`config.mk`:
```
export PLATFORM = sky130hd
export DESIGN_NAME = sdram_cmd_monitor
export DESIGN_NICKNAME = d
export VERILOG_FILES = /design/src/rtl/sdram_pkg.sv /design/src/rtl/sdram_bank_tracker.sv /design/src/rtl/sdram_cmd_monitor.sv
export SDC_FILE = /design/constraint.sdc
export NUM_CORES = 1
export LEC_CHECK = 0
export BUFFER_PORTS_ARGS = -buffer_cell sky130_fd_sc_hd__buf_2
export CAP_MARGIN = 20
export CORE_ASPECT_RATIO = 1.2
export CORE_UTILIZATION = 30
export DETAILED_ROUTE_END_ITERATION = 6
export PLACE_DENSITY = 0.49
export SYNTH_ARGS = -nofsm -noshare
export SYNTH_HDL_FRONTEND = slang
export SYNTH_SLANG_ARGS = --single-unit
```
`constraint.sdc`:
```
create_clock -name sys_clk -period 3.2 [get_ports sys_clk]
set_clock_uncertainty 0.05 [all_clocks]
set_input_delay 0.8 -clock sys_clk [delete_from_list [all_inputs] [get_ports sys_clk]]
set_output_delay 0.8 -clock sys_clk [all_outputs]
set_load 0.02 [all_outputs]
```
`src/rtl/sdram_pkg.sv`:
```
// Shared definitions for the SDRAM command-bus blocks.
//   cmd_e          : {cs_n,ras_n,cas_n,we_n} encodings with cs_n low
//   init_state_e   : device initialisation FSM states
//   DEF_*          : default timing constants, in sys_clk cycles
//   ERR_*          : bit positions inside err_flags
//   sdram_decode() : pin vector to command, DESELECT folded into NOP
package sdram_pkg;

  typedef enum logic [3:0] {
    CMD_LMR  = 4'b0000,
    CMD_AREF = 4'b0001,
    CMD_PRE  = 4'b0010,
    CMD_ACT  = 4'b0011,
    CMD_WR   = 4'b0100,
    CMD_RD   = 4'b0101,
    CMD_BST  = 4'b0110,
    CMD_NOP  = 4'b0111
  } cmd_e;

  typedef enum logic [1:0] {
    S_WAIT_PRE  = 2'd0,
    S_WAIT_AREF = 2'd1,
    S_WAIT_MRS  = 2'd2,
    S_READY     = 2'd3
  } init_state_e;

  localparam int DEF_T_RP      = 2;
  localparam int DEF_T_RFC     = 7;
  localparam int DEF_T_MRD     = 3;
  localparam int DEF_T_RCD     = 2;
  localparam int DEF_INIT_AREF = 8;
  localparam int DEF_REF_MAX   = 750;
  localparam int NUM_BANKS     = 4;

  localparam int ERR_TIMING   = 0;
  localparam int ERR_INIT     = 1;
  localparam int ERR_REF      = 2;
  localparam int ERR_ACT_OPEN = 3;
  localparam int ERR_RW_CLOSE = 4;
  localparam int ERR_RCD      = 5;
  localparam int NUM_ERR      = 6;

  // cs_n high deselects the device, which behaves exactly like NOP.
  function automatic cmd_e sdram_decode(input logic [3:0] pins);
    if (pins[3]) return CMD_NOP;
    return cmd_e'(pins);
  endfunction

  function automatic int max3(input int a, input int b, input int c);
    int m;
    m = (a > b) ? a : b;
    return (m > c) ? m : c;
  endfunction

endpackage

```
`src/rtl/sdram_bank_tracker.sv`:
```
// One bank's state: row-open bit and ACTIVE-to-READ/WRITE (tRCD) counter.
//   clk, rst          : sys_clk, synchronous active-high reset
//   act_i             : ACTIVE to this bank
//   pre_i             : PRECHARGE covering this bank (single or all)
//   rw_i, ap_i        : READ/WRITE to this bank, with auto-precharge
//   open_o            : registered row-open bit
//   err_*_o           : combinational violations for the current command
module sdram_bank_tracker
  import sdram_pkg::*;
#(
  parameter int T_RCD = DEF_T_RCD
) (
  input  logic clk,
  input  logic rst,
  input  logic act_i,
  input  logic pre_i,
  input  logic rw_i,
  input  logic ap_i,
  output logic open_o,
  output logic err_act_open_o,
  output logic err_rw_closed_o,
  output logic err_rcd_o
);

  // The counter holds T_RCD-1 after the ACTIVE edge, so a READ/WRITE
  // exactly T_RCD cycles later sees zero and is legal.
  localparam int              RCD_W    = (T_RCD > 1) ? $clog2(T_RCD) : 1;
  localparam logic [RCD_W-1:0] RCD_LOAD = RCD_W'((T_RCD > 0) ? T_RCD - 1 : 0);

  logic             open_q, open_d;
  logic [RCD_W-1:0] rcd_q, rcd_d;

  always_comb begin
    open_d = open_q;
    rcd_d  = (rcd_q != '0) ? rcd_q - RCD_W'(1) : rcd_q;
    if (act_i) begin
      open_d = 1'b1;
      rcd_d  = RCD_LOAD;
    end
    if (pre_i)         open_d = 1'b0;
    if (rw_i && ap_i)  open_d = 1'b0;
  end

  assign err_act_open_o  = act_i & open_q;
  assign err_rw_closed_o = rw_i & ~open_q;
  assign err_rcd_o       = rw_i & (rcd_q != '0);
  assign open_o          = open_q;

  always_ff @(posedge clk) begin
    if (rst) begin
      open_q <= 1'b0;
      rcd_q  <= '0;
    end else begin
      open_q <= open_d;
      rcd_q  <= rcd_d;
    end
  end

endmodule

```
`src/rtl/sdram_cmd_monitor.sv`:
```
// Passive protocol checker for an SDRAM command bus.
//   sys_clk, sys_rst : clock, synchronous active-high reset
//   sdram_cmd        : {cs_n,ras_n,cas_n,we_n}
//   sdram_ba         : bank address
//   sdram_addr       : address bus (bit 10 = all-banks / auto-precharge)
//   init_done        : init sequence PRE-all, INIT_AREF x AREF, LMR accepted
//   mode_reg         : last LOAD_MODE address value
//   bank_open        : per-bank row-open bits
//   aref_cnt         : AUTO_REFRESH count since reset, saturating
//   err_flags        : sticky error bits (see ERR_* in sdram_pkg)
//   err_pulse        : one-cycle strobe when any err_flags bit newly sets
// Every output is a flop, so each reflects the command of the previous edge.
module sdram_cmd_monitor
  import sdram_pkg::*;
#(
  parameter int T_RP      = DEF_T_RP,
  parameter int T_RFC     = DEF_T_RFC,
  parameter int T_MRD     = DEF_T_MRD,
  parameter int T_RCD     = DEF_T_RCD,
  parameter int INIT_AREF = DEF_INIT_AREF,
  parameter int REF_MAX   = DEF_REF_MAX
) (
  input  logic                 sys_clk,
  input  logic                 sys_rst,
  input  logic [3:0]           sdram_cmd,
  input  logic [1:0]           sdram_ba,
  input  logic [12:0]          sdram_addr,
  output logic                 init_done,
  output logic [12:0]          mode_reg,
  output logic [NUM_BANKS-1:0] bank_open,
  output logic [15:0]          aref_cnt,
  output logic [NUM_ERR-1:0]   err_flags,
  output logic                 err_pulse
);

  // Gap counter holds guard-1 after the command edge: the next non-NOP
  // is legal exactly guard cycles after the guarded command.
  localparam int GAP_MAX = max3(T_RP, T_RFC, T_MRD);
  localparam int GAP_W   = (GAP_MAX > 1) ? $clog2(GAP_MAX) : 1;
  localparam logic [GAP_W-1:0] G_RP  = GAP_W'((T_RP  > 0) ? T_RP  - 1 : 0);
  localparam logic [GAP_W-1:0] G_RFC = GAP_W'((T_RFC > 0) ? T_RFC - 1 : 0);
  localparam logic [GAP_W-1:0] G_MRD = GAP_W'((T_MRD > 0) ? T_MRD - 1 : 0);

  localparam int REF_W  = $clog2(REF_MAX + 1);
  localparam logic [REF_W-1:0] REF_TOP  = REF_W'(REF_MAX);
  localparam logic [REF_W-1:0] REF_LAST = REF_W'(REF_MAX - 1);

  localparam int INIT_W = (INIT_AREF > 1) ? $clog2(INIT_AREF) : 1;
  localparam logic [INIT_W-1:0] INIT_LAST = INIT_W'(INIT_AREF - 1);

  cmd_e cmd;
  logic is_nop, is_rw;

  init_state_e        state_q, state_d;
  logic [INIT_W-1:0]  init_cnt_q, init_cnt_d;
  logic [GAP_W-1:0]   gap_q, gap_d;
  logic [REF_W-1:0]   ref_q, ref_d;
  logic [12:0]        mode_q, mode_d;
  logic [15:0]        aref_q, aref_d;
  logic [NUM_ERR-1:0] err_flags_q, err_flags_d, new_err;
  logic               err_pulse_q, err_pulse_d;
  logic               init_done_q, init_done_d;

  logic [NUM_BANKS-1:0] bank_act, bank_pre, bank_rw;
  logic [NUM_BANKS-1:0] bank_open_w, e_act_open, e_rw_closed, e_rcd;

  assign cmd    = sdram_decode(sdram_cmd);
  assign is_nop = (cmd == CMD_NOP);
  assign is_rw  = (cmd == CMD_RD) || (cmd == CMD_WR);

  for (genvar b = 0; b < NUM_BANKS; b++) begin : g_bank
    logic sel;
    assign sel         = (sdram_ba == 2'(b));
    assign bank_act[b] = (cmd == CMD_ACT) && sel;
    assign bank_pre[b] = (cmd == CMD_PRE) && (sel || sdram_addr[10]);
    assign bank_rw[b]  = is_rw && sel;

    sdram_bank_tracker #(.T_RCD(T_RCD)) u_bank (
      .clk             (sys_clk),
      .rst             (sys_rst),
      .act_i           (bank_act[b]),
      .pre_i           (bank_pre[b]),
      .rw_i            (bank_rw[b]),
      .ap_i            (sdram_addr[10]),
      .open_o          (bank_open_w[b]),
      .err_act_open_o  (e_act_open[b]),
      .err_rw_closed_o (e_rw_closed[b]),
      .err_rcd_o       (e_rcd[b])
    );
  end

  always_comb begin
    state_d    = state_q;
    init_cnt_d = init_cnt_q;
    gap_d      = (gap_q != '0) ? gap_q - GAP_W'(1) : gap_q;
    ref_d      = ref_q;
    mode_d     = mode_q;
    aref_d     = aref_q;
    new_err    = '0;

    // Timing guard: any non-NOP reloads, violating commands still count.
    if (!is_nop) begin
      if (gap_q != '0) new_err[ERR_TIMING] = 1'b1;
      case (cmd)
        CMD_PRE:  gap_d = G_RP;
        CMD_AREF: gap_d = G_RFC;
        CMD_LMR:  gap_d = G_MRD;
        default:  gap_d = '0;
      endcase
    end

    if (cmd == CMD_AREF) begin
      aref_d = (aref_q == 16'hFFFF) ? aref_q : aref_q + 16'd1;
      if (|bank_open_w) new_err[ERR_TIMING] = 1'b1;
    end
    if (cmd == CMD_LMR) mode_d = sdram_addr;

    case (state_q)
      S_WAIT_PRE: begin
        if (cmd == CMD_PRE && sdram_addr[10]) state_d = S_WAIT_AREF;
        else if (!is_nop)                     new_err[ERR_INIT] = 1'b1;
      end
      S_WAIT_AREF: begin
        if (cmd == CMD_AREF) begin
          if (init_cnt_q == INIT_LAST) begin
            state_d    = S_WAIT_MRS;
            init_cnt_d = '0;
          end else begin
            init_cnt_d = init_cnt_q + INIT_W'(1);
          end
        end else if (!is_nop) begin
          new_err[ERR_INIT] = 1'b1;
        end
      end
      S_WAIT_MRS: begin
        if (cmd == CMD_LMR) state_d = S_READY;
        else if (!is_nop)   new_err[ERR_INIT] = 1'b1;
      end
      default: begin
        // Refresh interval: parks at REF_MAX so the overdue error fires once.
        if (cmd == CMD_AREF) begin
          ref_d = '0;
        end else if (ref_q != REF_TOP) begin
          ref_d = ref_q + REF_W'(1);
          if (ref_q == REF_LAST) new_err[ERR_REF] = 1'b1;
        end
      end
    endcase

    new_err[ERR_ACT_OPEN] = |e_act_open;
    new_err[ERR_RW_CLOSE] = |e_rw_closed;
    new_err[ERR_RCD]      = |e_rcd;

    err_flags_d = err_flags_q | new_err;
    err_pulse_d = |(new_err & ~err_flags_q);
    init_done_d = (state_d == S_READY);
  end

  always_ff @(posedge sys_clk) begin
    if (sys_rst) begin
      state_q     <= S_WAIT_PRE;
      init_cnt_q  <= '0;
      gap_q       <= '0;
      ref_q       <= '0;
      mode_q      <= '0;
      aref_q      <= '0;
      err_flags_q <= '0;
      err_pulse_q <= 1'b0;
      init_done_q <= 1'b0;
    end else begin
      state_q     <= state_d;
      init_cnt_q  <= init_cnt_d;
      gap_q       <= gap_d;
      ref_q       <= ref_d;
      mode_q      <= mode_d;
      aref_q      <= aref_d;
      err_flags_q <= err_flags_d;
      err_pulse_q <= err_pulse_d;
      init_done_q <= init_done_d;
    end
  end

  assign init_done = init_done_q;
  assign mode_reg  = mode_q;
  assign bank_open = bank_open_w;
  assign aref_cnt  = aref_q;
  assign err_flags = err_flags_q;
  assign err_pulse = err_pulse_q;

endmodule

```
# ---- After elaboration in Yosys (flattened, before gate mapping)
# Index checks and enable logic that the tools add are counted.
dict set report classes {
  addsub 8
  eq_ne 17
  n_mux 35
  n_bitwise 21
  n_reduce_logical 40
}
# cell n
set ops {}
lappend ops {{1-bit 2-to-1 mux} 21}
lappend ops {{10-bit 2-to-1 mux} 2}
lappend ops {{1-bit logical AND} 17}
lappend ops {{16-bit by 1-bit adder with 16-bit output, second input constant} 1}
lappend ops {{16-bit equality test, second input constant} 1}
lappend ops {{4-bit OR reduction} 4}
lappend ops {{3-bit OR reduction} 5}
lappend ops {{1-bit bitwise AND} 12}
lappend ops {{4-bit by 3-bit equality test with 1-bit output, second input constant} 3}
lappend ops {{10-bit by 1-bit adder with 10-bit output, second input constant} 1}
lappend ops {{10-bit equality test, second input constant} 1}
lappend ops {{10-bit inequality test, second input constant} 1}
lappend ops {{3-bit 2-to-1 mux} 3}
lappend ops {{3-bit case mux with 3 select lines} 1}
lappend ops {{2-bit equality test, second input constant} 4}
lappend ops {{4-bit by 2-bit equality test with 1-bit output, second input constant} 2}
lappend ops {{2-bit 2-to-1 mux} 4}
lappend ops {{4-bit 2-to-1 mux} 2}
lappend ops {{6-bit bitwise AND} 1}
lappend ops {{1-bit inverter} 6}
lappend ops {{6-bit inverter} 1}
lappend ops {{6-bit bitwise OR} 1}
lappend ops {{2-bit case mux with 3 select lines} 1}
lappend ops {{2-bit AND reduction} 3}
lappend ops {{14 further kinds} 23}
dict set report totals {
  regBits 63
  inputBits 21
  out_inout_bits 41
  elab_cells 138
}

# ---- Logic depth before layout (Yosys ltp)
dict set report logic_depth {
  ltp_word 9
  depth_mapped 6
  ltp_nobuf 6
}

# ---- Cells and area by module
# Synthesis repeated with hierarchy kept, for this count alone.
dict set report hier_totals {
  hier_cells 377
  area_unflattened_um2 3088.0
}
# mod instances cells_each area_per_inst_um2 seq_area_each_um2
set modules_own_cells {}
lappend modules_own_cells {sdram_cmd_monitor 1 345 2752.6 1101.1}
lappend modules_own_cells {sdram_bank_tracker 4 8 83.8 40.0}

# ---- Least setup slack after synthesis
# No wires, ideal clock.
dict set report synth_path {
  path_kind {input to register}
  from {input sdram_cmd[3]}
  to {register aref_q[14], in the netlist aref_cnt[14]}
  setup_time_ps 70
  arrival_ps 2337
  required_ps 3080
  slack_ps 743
  stages 4
  n_path_buf 0
  path_cell_list {or4b_4 > or3_4 > or4_1 > a21oi_1}
}
dict set report synth_between {
  elab_chain_cells 4
}
# item line
set synth_rtl {}
lappend synth_rtl {{from (decl)} sdram_cmd_monitor.sv:25} ;# input logic [3:0] sdram_cmd,
lappend synth_rtl {{1-bit 2-to-1 mux} sdram_pkg.sv:45} ;# if (pins[3]) return CMD_NOP;
lappend synth_rtl {{4-bit 2-to-1 mux *} sdram_pkg.sv:46} ;# return cmd_e'(pins);
lappend synth_rtl {{4-bit by 1-bit equality test with 1-bit output *} sdram_cmd_monitor.sv:112} ;# if (cmd == CMD_AREF) begin
lappend synth_rtl {{2-bit AND reduction (no line) *} --}
lappend synth_rtl {{to (signal assigned)} sdram_cmd_monitor.sv:176} ;# aref_q <= aref_d;
lappend synth_rtl {{to (decl)} sdram_cmd_monitor.sv:59} ;# logic [15:0] aref_q, aref_d;
# Every way passes the cells marked *; elsewhere a longest branch is shown, timed or not.
# A chain may end at the register's enable or synchronous reset.

# ---- Worst setup path after layout
dict set report layout_path {
  from {input sdram_cmd[3]}
  to {register aref_q[10], in the netlist aref_cnt[10]}
}
# Same word-level chain as after synthesis.

==> summary.txt <==
Pwr
  – Pwr Density: about 550 nW/um^2
  – Peak supply drop: 0.0002114 V
  – Static leakage: around 1.4 nW

Clocking
  – CTS Hold Bufs: 0
  – Clock sinks: 63
  – CTS tree: done
  – Clk_lat worst skew: about 0.33 ns
  – H-tree depth reported by CTS: 3
  – Clk slew on worst S/H paths: approximately 0.060 ns
  – Post_cts resized: 0
  – Num CTS Buffers: 9
  – Root buffer cell: clkbuf_16
  – CTS Buffer Depth: 2
  – # Post-CTS Setup Buffers: 0

Timing
  – Final Hold Viols: 0
  – Fin crit share: 0.7538
  – Final Setup Violations: 0
  – Setup Total Neg Slack: 0 ns
  – Slew HR: 0.4184
  – RSZ-0062 raised after global routing: no
  – Fmax: 0.4145 GHz
  – Actual slew at the worst max-slew pin: a little under 0.9 ns
  – Slew Viols, Final: 0
  – Min Clock Period, post-route: about 2.4 ns

Worst setup path
  – Critical Path AT: 2.62 ns
  – Req. time, crit path: 3.41 ns
  – Worst setup path start: sdram_cmd[3]
  – Setup crit end kind: flip-flop
  – Critical Path Start Type: input pin
  – CP Capture Point: aref_cnt[10]
  – Kind of critical path: in -> reg
  – R2R depth: 5
  – Crit path max fanout: 11
  – R2r endpoint: aref_cnt[10]
  – Reg-to-reg slack, setup: 1.16 ns
  – Reg-to-Reg Start: aref_cnt[0]

Placement
  – Dpl cells: about 530
  – GP Congestion: 0.7662
  – Port bufs: 61
  – Dpl hpwl: about 5200 um

Floorplan
  – Die Y: 111.4 um
  – Std-Cell Rows: 39
  – Initial Utilization: 0.3115
  – Die Width: just over 90 um
  – IO Pins: between 60 and 70
  – Core area: around 9600 um^2
  – Die footprint: around 10000 um^2

Drt
  – Final wirelength: between 7000 and 8000 um
  – Wire per inst: about 14 um
  – Drt pass-1 iters: 4
  – Via count: approximately 2800
  – Drt drc: 0
  – DRT iter0 DRCs: ~100
  – Detail Route Antenna Nets: 0
  – Vias per cell: 5.116

Final layout
  – # diodes: 0
  – Utilization after layout: 0.3897
  – Share of post-route cells with drive strength above 1: 0.2185
  – Fin cells: approximately 540
  – Max reg flops: 16
  – Area delta synth->final: 25.11%
  – Layout net count: approximately 450

Synth
  – Mapped cell area: around 3000 um^2
  – Syn. warnings: 0
  – Register area share after synthesis: 0.4212
  – Seq cells post-synth: 63
  – Ys async rst share: 0
  – Cell accounting for the most synthesized area: dfxtp_1
  – Mean Syn Cell Area: just over 8 um^2
  – Post-synth top flop: dfxtp_1
  – Share of the synthesized area in the top cell type: 0.4212
  – Cells after Synth: 361
  – Largest cells by area after synthesis: dfxtp_1 (42%), a21oi_1 (7.2%), nand2_1 (5.0%), nor2_1 (3.9%), ha_1 (3.3%)
  – EDFF count, synth: 0
  – Syn nets: 390
  – Unique masters post-synth: between 50 and 60

GRT
  – Tot GR Track Use: 0.1526
  – First-pass GRT wire length: roughly 12000 um
  – Most used routing layer: met2
  – Pin count of the biggest net entering global routing: 38
  – Met2 Use GR: 0.2377
  – Met3 GRT Util: 0.03552
  – Total gr overflow: 0
  – Initial antenna violation count: 0
  – Met1 global-route usage: 0.2009
  – Vias in the first global route: ~2500

Flow run
  – Max-cap violations: 0

Outcome
  – Status: completed

Worst hold path
  – Min-Delay Path Class: reg -> reg
## how the worst min path moves through the flow
| stage | startpoint | end | slack [ns] | depth (start not counted) |
|---|---|---|---|---|
| global route | mode_reg[6] | mode_reg[6] | 0.42 | 2 |
| floorplan | init_cnt_q[0] | init_cnt_q[0] | 0.39 | 2 |
| global placement | mode_reg[6] | mode_reg[6] | 0.39 | 2 |
| finish | mode_reg[2] | mode_reg[2] | 0.40 | 2 |
| CTS | mode_reg[2] | mode_reg[2] | 0.40 | 2 |
| detailed placement | mode_reg[2] | mode_reg[2] | 0.40 | 2 |
## cell usage after synthesis (2+ instances only)
cell type	instances
nand4_1	9
nor3_1	11
o21ai_0	12
or4_1	5
o21a_1	3
nor2_1	31
nor2b_1	5
nor4_1	6
nand2_1	40
and4_1	3
o41ai_1	2
xnor2_1	5
clkbuf_1	15
and2_1	2
a21oi_1	43
a31oi_1	7
dfxtp_1	63
or3_1	11
mux4_2	2
nand2b_1	6
inv_1	14
nand3b_1	2
o22ai_1	3
buf_2	3
o31ai_1	5
buf_4	4
mux2i_1	2
ha_1	8
nand3_1	10
nor4b_1	2
a2111oi_0	4
## power breakdown
group          total, mW  leakage (nW)  switching [mW]  internal (mW)
combinational      0.130         0.736          0.0805         0.0498
clock               1.11         0.169           0.341          0.767
sequential         0.811         0.510          0.0109          0.800
total               2.05          1.42           0.433           1.62
## per-stage QoR
stage	hold WS [ns]	setup slack, ns	cell area (um^2)	power, mW
floorplan	0.3948	0.7428	2994	0.9116
global placement	0.3905	0.4928	3402	0.9565
detailed placement	0.3967	0.4512	3402	0.9581
CTS	0.4040	0.7963	3746	2.080
global route	0.4218	0.6517	3746	2.135
finish	0.4027	0.7877	3746	2.049
## critical path, cell delays in order
cell and delay (ns):
buf_2 0.16, or4b_4 0.60, or2_0 0.36, or4_1 0.54
a21oi_1 0.15
## kinds of logic (layout without fill, tap and decap cells)
group                    after synthesis  in the layout  synth area share
XOR/XNOR                               5              5           0.01463
adder cells (fa/ha/maj)                8              8           0.03343
flip-flops                            63             63            0.4212
multiplexers                           4              4           0.02173
buffers and inverters                 38             98           0.05432
AND/OR/NAND/NOR                      152            152            0.2687
AO/OA/AOI/OAI                         91             91            0.1860
## final cells by class
type,instances,area [um^2]
clock buffer,14,284.0
sequential,63,1261
inverter,14,52.55
multi-input combinational,260,1577
tap,123,153.9
clock inverter,2,60.06
timing repair buffer,68,357.8
fill,1009,5867
## per-layer routing
layer / vias to the layer above / part of all wire / routed length [um]
li1: 1414 / - / -
met1: 1308 / 0.47 / 3490
met2: 51 / 0.47 / 3501
met3: 10 / 0.038 / 283
met4: 0 / 0.017 / 126
met5: - / 0 / 0
## placed cells by master, fill, tap and decap left out, types with 2 or more instances in the layout
master     instances
nor2_1            31
mux2i_1            2
nor4b_1            2
o21a_1             3
o41ai_1            2
a21oi_1           43
nor3_1            11
bufinv_16          2
o31ai_1            5
a31oi_1            7
or3_1             11
ha_1               8
nand4_1            9
nor4_1             5
clkbuf_16          9
nand2b_1           6
buf_4              7
or4_1              5
nand2_1           40
dfxtp_1           63
xnor2_1            5
nand3_1           10
a2111oi_0          4
buf_2             61
nand3b_1           2
mux4_2             2
and2_1             2
and4_1             3
o22ai_1            3
clkbuf_8           4
inv_1             14
nor2b_1            5
o21ai_0           12
(Power assumes the default switching activity.)
